==> src/rtl/piso_serializer.sv <==
// Parallel-in serial-out serializer with selectable bit order, shift pause and
// back-to-back frame loading on the last bit of the current frame.
module piso_serializer #(
    parameter int unsigned WIDTH = 5
) (
    input  logic             clk,
    input  logic             rst,
    input  logic             load_valid,
    output logic             load_ready,
    input  logic [WIDTH-1:0] load_data,
    input  logic             dir,
    input  logic             en,
    output logic             serial_out,
    output logic             serial_valid,
    output logic             last,
    output logic             busy,
    output logic             done
);

    localparam int unsigned CNT_W = (WIDTH > 1) ? $clog2(WIDTH) : 1;

    typedef enum logic {
        IDLE  = 1'b0,
        SHIFT = 1'b1
    } state_t;

    state_t             r_state;
    state_t             w_state_nxt;
    logic [WIDTH-1:0]   r_shift;
    logic [CNT_W-1:0]   r_cnt;
    logic               r_dir;
    logic               r_done;
    logic               w_serial_valid;
    logic               w_last;
    logic               w_load_ready;
    logic               w_load;

    // State register
    always_ff @(posedge clk) begin
        if (rst) begin
            r_state <= IDLE;
        end else begin
            r_state <= w_state_nxt;
        end
    end

    // Next state and handshake decode; a frame may reload on its own last bit
    always_comb begin
        w_state_nxt    = r_state;
        w_serial_valid = 1'b0;
        w_last         = 1'b0;
        w_load_ready   = 1'b0;
        w_load         = 1'b0;
        case (r_state)
            IDLE: begin
                w_load_ready = 1'b1;
                w_load       = load_valid;
                if (w_load) begin
                    w_state_nxt = SHIFT;
                end
            end
            SHIFT: begin
                w_serial_valid = en;
                w_last         = en && (r_cnt == CNT_W'(WIDTH - 1));
                w_load_ready   = w_last;
                w_load         = load_valid && w_last;
                if (w_last && !w_load) begin
                    w_state_nxt = IDLE;
                end
            end
            default: begin
                w_state_nxt = IDLE;
            end
        endcase
    end

    // Shift register, bit counter, latched order and registered done pulse
    always_ff @(posedge clk) begin
        if (rst) begin
            r_shift <= '0;
            r_cnt   <= '0;
            r_dir   <= 1'b0;
            r_done  <= 1'b0;
        end else begin
            r_done <= w_last;
            if (w_load) begin
                r_shift <= load_data;
                r_dir   <= dir;
                r_cnt   <= '0;
            end else if (w_serial_valid) begin
                if (r_dir) begin
                    r_shift <= {1'b0, r_shift[WIDTH-1:1]};
                end else begin
                    r_shift <= {r_shift[WIDTH-2:0], 1'b0};
                end
                r_cnt <= r_cnt + CNT_W'(1);
            end
        end
    end

    assign load_ready   = w_load_ready;
    assign serial_valid = w_serial_valid;
    assign last         = w_last;
    assign busy         = (r_state == SHIFT);
    assign done         = r_done;
    assign serial_out   = (r_state == SHIFT) ? (r_dir ? r_shift[0] : r_shift[WIDTH-1]) : 1'b0;

endmodule

==> config.mk <==
export PLATFORM = sky130hd
export DESIGN_NAME = piso_serializer
export DESIGN_NICKNAME = d
export VERILOG_FILES = /design/src/rtl/piso_serializer.sv
export SDC_FILE = /design/constraint.sdc
export NUM_CORES = 1
export LEC_CHECK = 0
export BUFFER_PORTS_ARGS = -buffer_cell sky130_fd_sc_hd__buf_2
export CAP_MARGIN = 20
export CORE_MARGIN = 1
export CORE_UTILIZATION = 40
export DETAILED_ROUTE_END_ITERATION = 8
export PLACE_DENSITY_LB_ADDON = 0.08
export SETUP_SLACK_MARGIN = 0.2
export SYNTH_ARGS = -nofsm -noshare
export SYNTH_HDL_FRONTEND = slang
export SYNTH_SLANG_ARGS = --single-unit
export TNS_END_PERCENT = 30
==> constraint.sdc <==
create_clock -name clk -period 2.5 [get_ports clk]
set_input_delay 0.25 -clock clk [delete_from_list [all_inputs] [get_ports clk]]
set_output_delay 0.25 -clock clk [all_outputs]
set_load 0.01 [all_outputs]
; ---- After elaboration in Yosys (flattened, before gate mapping)
; Index checks and enable logic that the tools add are counted.
[totals]
reg_bits = 11
inputBits = 10
output_inout_bits = 6
word_cells = 26
[classes]
addsub = 1
eq_ne = 1
n_mux = 12
bitwise = 1
reduce_logical = 6
[ops]
columns = operator, n
row1 = 5-bit two-way mux, 3
row2 = 1-bit two-way mux, 6
row3 = 1-bit one-hot mux with 2 select lines, 3
row4 = "3-bit by 1-bit adder with 3-bit output, second input constant", 1
row5 = "3-bit equality test, second input constant", 1
row6 = 1-bit logical AND, 3
row7 = 2-bit nonzero test, 1
row8 = 2-bit OR reduction, 1
row9 = 1-bit logical NOT, 1
row10 = 1-bit inverter, 1

; ---- Depth between registers and ports, before layout
; Gate-level depths: netlist of the first run.
[logic_depth]
depth_word = 7
depth_mapped = 5
mapped_depth_nobuf = 5

; ---- Worst setup path before layout of the first run
; Ideal clock, no wire load.
[synth_path]
path_kind = flip-flop to flip-flop
start = register r_cnt[0]
end = register r_shift[1]
setup_time_ps = 135
t_arrival_ps = 1100
required_time_ps = 2365
path_slack_ps = 1265
path_stages_with_launch = 6
n_path_buf = 0
period_less_slack_ps = 1235
path_cell_list = dfxtp_1 -> inv_1 -> ha_1 -> and4_2 -> o2111ai_1 -> o221ai_1
[synth_via]
elab_chain_cells = 5
word_cells_on_any_way = 6
cone_classes = eq/ne (1) / mux (2) / reduce/logical (3)
[synth_rtl]
columns = item, line
row1 = "start, declared", 30  ; logic [CNT_W-1:0] r_cnt;
row2 = "start signal, assigned", 96  ; r_cnt <= r_cnt + CNT_W'(1);
row3 = 3-bit equality test *, 64  ; w_last = en && (r_cnt == CNT_W'(WIDTH - 1));
row4 = 1-bit logical AND *, 64
row5 = 1-bit logical AND *, 66  ; w_load = load_valid && w_last;
row6 = 1-bit one-hot mux with 2 select lines *, 54  ; case (r_state)
row7 = 5-bit two-way mux / 2-bit nonzero test (equally long branches), n/a
row8 = "end signal, assigned", 87  ; r_shift <= load_data;
row9 = "end signal, assigned", 92  ; r_shift <= {1'b0, r_shift[WIDTH-1:1]};
row10 = "end signal, assigned", 94  ; r_shift <= {r_shift[WIDTH-2:0], 1'b0};
row11 = "end, declared", 29  ; logic [WIDTH-1:0] r_shift;
; Mark *: on every way between the ends. The rest lies on a longest branch, timed or not.
; A chain may end at the register's enable or synchronous reset.

; ---- Worst setup path in the final report of the first run
[layout_path]
start = register r_state (netlist: busy)
end = output port last
[layout_via]
elab_chain_cells = 1
[layout_rtl]
columns = item, line
row1 = "start, declared", 27  ; state_t r_state;
row2 = "start signal, assigned", 43  ; r_state <= w_state_nxt;
row3 = 1-bit two-way mux, 54
row4 = "end, declared", 15  ; output logic last,
; No other way between the ends.

==> results by group, run 1 <==
Worst setup path
  – Arr. time, crit path: 1.34 ns
  – Max Fanout on Critical Path: 12
  – Crit. End Element: output pin
  – CP required: 2.25 ns
  – Crit-path slowest cell: dfxtp_1
  – Worst Path Buf+Inv: 1
  – CP delay by family, top: flip-flops
  – Max incr delay on CP: 0.56 ns
  – CP Cell Sequence: nand2_1, nor2_1, buf_2
  – Crit start category: flip-flop
  – Critical path class: reg -> out

Clock network
  – Sink Count: 11
  – CTS Buffer Depth: 2
  – TritonCTS clock tree: built
  – CTS root buf: clkbuf_4
  – Worst-path clk slew: 0.07 ns
  – Postcts setup bufs: 0
  – H-tree depth: 1
  – Post-CTS Resized: 0
  – Clock Latency Late Sink: 0.27 ns
  – Inserted Clock Buffers: 3
  – Post-CTS Hold Buffers: 0

Yosys
  – Synth unique cells: 26
  – Post-synthesis average cell area: 8.83 um^2
  – Synth Register Bits: 11
  – Sequential-to-total area share from yosys stat: 35.1%
  – Post-synth design cell area: 627 um^2
  – Yosys warns: 0
  – Synthesized instance count: 71
  – Synthesized net count: 83

Placed design
  – Gpl congestion: 0.773
  – Setup WS pre-CTS: 1.15 ns
  – DPL Wire Length: 951 um
  – Buffers on Ports: 15

Drt
  – DR DRC count: 0
  – Wire length on met2: 521 um
  – Vias: 558
  – Met1 wire length: 620 um
  – Top Layer Used: met4
  – Wire per inst: 12.1 um
  – Initial drt markers: 10
  – Vias per cell: 5.52
  – DR WL met3: 72 um
  – Routed wire length: 1230 um
  – Iteration count of the initial detailed-routing pass: 4
  – Post-DRT Antenna Nets: 0

Floorplan
  – Core box area: 1380 um^2
  – Die Wd: 41.6 um
  – Initial Util: 45.3%
  – Height of the die: 41.6 um
  – I/O pins: 16
  – Die area: 1730 um^2
  – Std cell rows: 13

Timing
  – Worst slew pin tran: 0.397 ns
  – Final TNS setup: 0 ns
  – Final period utilization: 63.7%
  – Setup ws final: 0.908 ns
  – Max Freq: 628 MHz
  – Worst Skew: 0.00163 ns
  – Final max-slew violation count: 0
  – # setup viols final: 0
  – Final worst path period need: 1.59 ns
  – Slew HR: 73.5%
  – Final number of hold-violating endpoints: 0
  – Unrepaired setup endpoints after global routing: no

Global route
  – Gr ovfl total: 0
  – Pin count of the biggest net entering global routing: 13
  – First-pass GRT wire length: 2190 um
  – All-Layer GR Usage: 16.5%
  – Vias in the first global route: 509
  – Initial antenna violation count: 0

Power
  – Sw Share: 26.3%
  – Power Total: 367 uW
  – Int Power: 271 uW
  – Cell Pwr Density: 516 nW/um^2
  – Switch Pwr: 96.6 uW
  – Lkg Pwr: 0.296 nW
  – Gate power share: 14.6%
  – VDD IR-drop max: 258 uV
  – Sequential share of power: 52.6%
  – Clock power share: 32.7%

Layout
  – Util after Layout: 51.5%
  – Multi-input gate area: 357 um^2
  – Layout cells sized above 1: 27.9%
  – Fill cells: 137
  – Syn-to-layout area delta: 13.6%
  – Layout Nets: 99
  – Antenna fix cells: 0
  – Total area of sequential cells: 220 um^2

Outcome
  – Status: finished, final reports clean

Flow run
  – # Max-Cap Violations: 0

Worst hold path
  – Min-Delay Path Class: in -> reg
## synthesized netlist by cell type
| library cell | n | area share, % |
|---|---|---|
| o221ai_1 | 3 | 4.2 |
| nand3_1 | 3 | 2.4 |
| a21oi_1 | 4 | 3.2 |
| nor2b_1 | 1 | 1.0 |
| buf_4 | 1 | 1.2 |
| nand2b_1 | 1 | 1.0 |
| or2b_1 | 1 | 1.2 |
| mux2_4 | 1 | 2.4 |
| nor2_1 | 3 | 1.8 |
| nand4_1 | 4 | 4.0 |
| a311oi_1 | 2 | 2.8 |
| ha_1 | 2 | 4.0 |
| inv_1 | 4 | 2.4 |
| mux2_2 | 3 | 5.4 |
| nor3_1 | 4 | 3.2 |
| xor2_1 | 1 | 1.4 |
| buf_6 | 2 | 3.6 |
| and4_2 | 1 | 1.6 |
| o2111ai_1 | 3 | 4.2 |
| nand2_1 | 8 | 4.8 |
| dfxtp_1 | 11 | 35 |
| mux2i_1 | 2 | 3.2 |
| nor2b_2 | 1 | 1.4 |
| o21ai_0 | 3 | 2.4 |
| buf_2 | 1 | 0.80 |
| xnor2_1 | 1 | 1.4 |
## worst register-to-register path, delay by kind of cell, from the launching register on
family / cells / cell delay [ns]
AOI/OAI and AO/OA: 1 / 0.12
adders and majority gates: 1 / 0.21
and+or+nand+nor: 2 / 0.49
buffers and inverters: 1 / 0.08
DFF: 1 / 0.32
## path summary, 6_finish.rpt
path | slack [ns] | cells past startpoint | startpoint | end
setup / recovery | 0.91 | 3 | busy | last
hold / removal | 0.24 | 3 | load_data[1] | r_shift[1]
setup reg to reg | 1.15 | 5 | r_cnt[0] | r_shift[2]
hold reg to reg | 0.51 | 2 | r_shift[3] | r_shift[4]
## layout by cell type (no fill, tap or decap), types with 3 or more instances in the layout
cell	instances
o221ai_1	3
o2111ai_1	3
nand3_1	3
mux2_2	3
inv_1	4
buf_2	15
dfxtp_1	11
nand4_1	4
nor2_1	3
clkbuf_4	3
nor3_1	4
a21oi_1	4
nand2_1	8
o21ai_0	3
## routing by layer
| metal | vias up | track usage [%] |
|---|---|---|
| met5 | - | 0 |
| met4 | 0 | 3.87 |
| met3 | 2 | 7.83 |
| met2 | 18 | 25.6 |
| met1 | 244 | 20.6 |
| li1 | 294 | - |
## power groups by stage
stage | Sequential [mW] | Combinational, mW | Clock, mW
2_1_floorplan | 0.192 | 0.0450 | 0
3_3_place_gp | 0.198 | 0.0537 | 0
4_1_cts | 0.194 | 0.0537 | 0.126
3_5_place_dp | 0.198 | 0.0536 | 0
5_1_grt | 0.195 | 0.0598 | 0.132
6_report | 0.193 | 0.0537 | 0.120
## flip-flops by register name, summed over array words and instances, names as in the netlist
register,cells
busy,1
r_cnt,3
r_shift,5
done,1
r_dir,1
## logic make-up (layout without fill, tap and decap cells)
group	count (synthesis)	in the layout	share of synthesized area, %
AO/OA/AOI/OAI	15	15	16.8
adder cells (fa/ha/maj)	2	2	3.99
AND/OR/NAND/NOR	27	27	22.4
XOR/XNOR	2	2	2.79
multiplexers	6	6	11.0
flip-flops	11	11	35.1
buffers and inverters	8	23	7.98
## metrics by stage
| step | instance area, um^2 | hold slack (ns) | cells |
|---|---|---|---|
| finish | 712 | 0.242 | 101 |
| global route | 712 | 0.233 | 101 |
| CTS | 712 | 0.232 | 101 |
| detailed placement | 686 | 0.501 | 97 |
| global placement | 686 | 0.511 | 97 |
| floorplan | 627 | 0.367 | 71 |
## cell type report
type	count	area share (%)
Clock buffer	4	3.69
Inverter	4	2.11
Multi-Input combinational cell	52	50.1
Sequential cell	11	30.9
Tap cell	15	2.64
Timing Repair Buffer	15	10.5
(Power assumes the default switching activity.)
==> inputs of run 2 (changes only) <==
==> constraint.sdc (replaced) <==
create_clock -name clk -period 1.67 [get_ports clk]
set_input_delay 0.167 -clock clk [delete_from_list [all_inputs] [get_ports clk]]
set_output_delay 0.167 -clock clk [all_outputs]
set_load 0.01 [all_outputs]
==> run 2 against run 1 <==
Net effect: clock power increased by 48%; die area unchanged; combinational power up 69%; sequential cell count unchanged; sequential power up 48%; power up 51%; cell area is 2.8% higher; clock skew up 0.0015 ns.
==> results by group, run 2 (same netlist as run 1, synthesis figures left out) <==
Worst setup path
  – Max Fanout on Critical Path: 4
  – Max incr delay on CP: 0.32 ns
  – CP required: 1.50 ns
  – Arr. time, crit path: 1.18 ns
  – Critical path class: reg -> out
  – CP Cell Sequence: inv_1, ha_2, nand3_1, nand2_1, buf_2
  – Worst Path Buf+Inv: 2
  – CP delay by family, top: flip-flops
  – R2r worst-path depth: 5
  – Crit. End Element: output pin
  – Critical Path Stages: 5
  – Crit start category: flip-flop
  – Crit-path slowest cell: dfxtp_1

Drt
  – Routed wire length: 1350 um
  – Iteration count of the initial detailed-routing pass: 4
  – Vias: 576
  – Wire length on met2: 556 um
  – DR DRC count: 0
  – Met1 wire length: 721 um
  – Post-DRT Antenna Nets: 0
  – Vias per cell: 5.59
  – Wire per inst: 13.1 um
  – Initial drt markers: 13
  – Top Layer Used: met4
  – DR WL met3: 67 um

Timing
  – # setup viols final: 0
  – Worst slew pin tran: 0.265 ns
  – Unrepaired setup endpoints after global routing: yes
  – Max Freq: 740 MHz
  – Final TNS setup: 0 ns
  – Setup ws final: 0.318 ns
  – Final max-slew violation count: 0
  – Slew HR: 82.3%
  – Final period utilization: 80.9%
  – Worst Skew: 0.00314 ns
  – Final worst path period need: 1.35 ns
  – Final number of hold-violating endpoints: 0

Layout
  – Fill cells: 137
  – Syn-to-layout area delta: 16.8%
  – Commonest non-fill, non-tap cell in the layout: buf_2
  – Most frequent cells in the layout: buf_2, dfxtp_1, nand2_1
  – Layout Nets: 101
  – Layout cells sized above 1: 31.8%
  – Antenna fix cells: 0
  – Total area of sequential cells: 220 um^2
  – Multi-input gate area: 362 um^2
  – Reg with most FFs: r_shift
  – Number of flip-flops under the largest register name: 5
  – Top flop regs: r_shift: 5 flops, r_cnt: 3 flops

Global route
  – Vias in the first global route: 541
  – Initial antenna violation count: 0
  – Pin count of the biggest net entering global routing: 12
  – Gr ovfl total: 0
  – First-pass GRT wire length: 2430 um
  – All-Layer GR Usage: 17.5%

Clock network
  – Clock Latency Late Sink: 0.26 ns
  – Post-CTS Hold Buffers: 0
  – Worst-path clk slew: 0.07 ns
  – H-tree depth: 1
  – CTS Buffer Depth: 2
  – Inserted Clock Buffers: 3
  – Sink Count: 11
  – TritonCTS clock tree: built
  – CTS root buf: clkbuf_4

Power
  – Lkg Pwr: 0.304 nW
  – Cell Pwr Density: 757 nW/um^2
  – Power Total: 554 uW
  – VDD IR-drop max: 399 uV

Worst hold path
  – Min-Delay Path Class: in -> reg
  – Hold Path Stages: 3

Floorplan
  – I/O pins: 16
  – Die Wd: 41.6 um
  – Initial Util: 45.3%
  – Core box area: 1380 um^2
  – Die area: 1730 um^2
  – Height of the die: 41.6 um
  – Std cell rows: 13

Placed design
  – Setup WS pre-CTS: 0.341 ns
  – Gpl congestion: 0.779
  – DPL Wire Length: 990 um
  – Buffers on Ports: 15

Outcome
  – Status: finished, final reports clean

Flow run
  – # Max-Cap Violations: 0
==> run 2: cell types whose count changed in the layout (fill, tap and decap cells not counted), sizes merged <==
| cell | previous run | this run |
|---|---|---|
| buf | 15 | 17 |
==> run 2: worst min-delay path, delay by kind of cell <==
family | cells | cell delay [ns]
buffers and inverters | 1 | 0.09
AO/OA/AOI/OAI | 2 | 0.12
==> run 2: path summary, 6_finish.rpt <==
path / slack, ns / to / startpoint
worst max-delay path: 0.32 / load_ready / r_cnt[0]
worst min-delay path: 0.17 / r_dir / dir
worst max register to register: 0.34 / r_shift[2] / r_cnt[1]
worst min register to register: 0.51 / r_shift[0] / r_shift[1]
==> run 2: what timing repair did <==
item / CTS / global route
setup endpoints to repair: 0 / 7
resized for setup: 0 / 2
buffers inserted: 0 / 1
==> run 2: area by class of cell <==
| class | count | share of cell area [%] |
|---|---|---|
| Tap cell | 15 | 2.56 |
| Timing Repair Buffer | 17 | 12.3 |
| Multi-Input combinational cell | 52 | 49.4 |
| Inverter | 4 | 2.05 |
| Clock buffer | 4 | 3.59 |
| Sequential cell | 11 | 30.1 |
==> run 2: power by group <==
group	switching (mW)	internal [mW]	leakage, nW	total [mW]
clock	0.0863	0.0921	0.0150	0.178
sequential	0.0106	0.274	0.0899	0.285
combinational	0.0500	0.0406	0.199	0.0907
==> run 2: per-layer routing <==
layer	global-route usage, %	vias up
met5	0	-
met4	5.81	0
met3	3.04	2
met2	24.7	17
met1	26.5	258
li1	-	299
==> run 2: metrics by stage <==
step / area [um^2] / util, % / hold WS [ns] / instances
after floorplan: 627 / - / 0.284 / 71
after global placement: 693 / 50.1 / 0.439 / 98
after detailed placement: 693 / 50.1 / 0.441 / 98
after CTS: 719 / 52.0 / 0.158 / 102
after global routing: 732 / 52.9 / 0.178 / 103
final: 732 / 52.9 / 0.167 / 103
==> inputs of run 3 (changes only) <==
==> constraint.sdc (replaced) <==
create_clock -name clk -period 1.25 [get_ports clk]
set_input_delay 0.125 -clock clk [delete_from_list [all_inputs] [get_ports clk]]
set_output_delay 0.125 -clock clk [all_outputs]
set_load 0.01 [all_outputs]
==> run 3 against run 2 <==
Net effect: die area stayed put; cell area is 36% higher; first-iteration DRC count is 7.7% higher; largest cell class unchanged; largest power group unchanged.
==> results by group, run 3 (same netlist as run 1, synthesis figures left out) <==
Power
  – Power Total: 857 uW
  – Cell Pwr Density: 864 nW/um^2
  – VDD IR-drop max: 584 uV
  – Lkg Pwr: 0.399 nW

Timing
  – Final max-slew violation count: 0
  – Final period utilization: 98.9%
  – Setup ws final: 0.0137 ns
  – Final number of hold-violating endpoints: 0
  – Final worst path period need: 1.24 ns
  – Unrepaired setup endpoints after global routing: yes
  – Hold WS: 0.112 ns
  – Final TNS setup: 0 ns
  – Worst Skew: 0.00434 ns
  – Max Freq: 809 MHz
  – Worst slew pin tran: 0.358 ns
  – # setup viols final: 0
  – Slew HR: 76.1%

Layout
  – Util after Layout: 71.8%
  – Syn-to-layout area delta: 58.3%
  – Final Non-Filler Cells: 116
  – Layout cells sized above 1: 60.4%
  – Top flop regs: r_shift: 5 flops, r_cnt: 3 flops
  – Reg with most FFs: r_shift
  – Layout Nets: 114
  – Commonest non-fill, non-tap cell in the layout: buf_2
  – Number of flip-flops under the largest register name: 5
  – Final Cell Area: 992 um^2
  – Most frequent cells in the layout: buf_2, buf_4, nand2_1, dfxtp_1, buf_6
  – Antenna fix cells: 0

Outcome
  – Status: finished, final reports clean

Global route
  – Gr ovfl total: 0
  – First-pass GRT wire length: 2950 um
  – All-Layer GR Usage: 22.0%
  – Vias in the first global route: 639
  – Pin count of the biggest net entering global routing: 11
  – Initial antenna violation count: 0

Clock network
  – CTS Buffer Depth: 2
  – Inserted Clock Buffers: 3
  – CTS root buf: clkbuf_4
  – Post-CTS Hold Buffers: 0
  – H-tree depth: 1
  – Sink Count: 11
  – Worst-path clk slew: 0.08 ns
  – Clock Latency Late Sink: 0.28 ns
  – TritonCTS clock tree: built

Drt
  – DR DRC count: 0
  – Vias per cell: 6.06
  – Routed wire length: 1860 um
  – Iteration count of the initial detailed-routing pass: 4
  – Post-DRT Antenna Nets: 0
  – Initial drt markers: 14
  – Vias: 703
  – Wire per inst: 16.0 um

Worst setup path
  – Critical path class: reg -> out
  – Arr. time, crit path: 1.11 ns
  – CP required: 1.12 ns
  – Crit. End Element: output pin
  – Max Fanout on Critical Path: 4
  – Crit start category: flip-flop

Floorplan
  – I/O pins: 16
  – Die area: 1730 um^2
  – Std cell rows: 13
  – Core box area: 1380 um^2
  – Initial Util: 45.3%
  – Die Wd: 41.6 um
  – Height of the die: 41.6 um

Flow run
  – # Max-Cap Violations: 0

Placed design
  – DP Area: 723 um^2
  – Buffers on Ports: 15
  – DPL Wire Length: 1010 um
  – Placed cells: 99
  – Setup WS pre-CTS: 0.0615 ns
  – Gpl congestion: 0.811

Worst hold path
  – Min-Delay Path Class: in -> reg
==> run 3: what timing repair did <==
item,in CTS,in global routing
gates resized for setup,9,22
endpoints found under the setup margin,14,15
pin swaps,1,4
gates cloned,1,1
buffers inserted,9,2
==> run 3: layout make-up <==
type,instances,area [um^2]
clock buffer,4,26.3
inverter,4,15.0
fill,111,390
timing repair buffer,29,205
tap,15,18.8
multi-input combinational,53,502
sequential,11,225
==> run 3: worst paths after layout <==
check        depth (start not counted)          to         start  slack [ns]
max                                  5        last      r_cnt[0]        0.01
min                                  3  r_shift[3]  load_data[3]        0.11
max reg2reg                          5  r_shift[0]      r_cnt[0]        0.03
min reg2reg                          2  r_shift[2]    r_shift[2]        0.54
==> run 3: power breakdown <==
| group | leakage, nW | internal [mW] | total, mW | switching, mW |
|---|---|---|---|---|
| sequential | 0.0914 | 0.368 | 0.382 | 0.0141 |
| combinational | 0.292 | 0.110 | 0.220 | 0.109 |
| clock | 0.0150 | 0.124 | 0.255 | 0.131 |
==> run 3: critical path, stage by stage (launching register included) <==
cell and delay [ns]:
dfxtp_2 0.33, inv_2 0.07, ha_4 0.14, nand2_1 0.07, nor2_1 0.09, buf_2 0.14
==> run 3: metal layers <==
layer | global-route usage, % | routed length, um | part of all wire (%)
met4 | 9.68 | 52 | 2.8
met3 | 4.78 | 134 | 7.2
met5 | 0 | 0 | 0
met2 | 33.8 | 937 | 50
met1 | 29.5 | 734 | 40
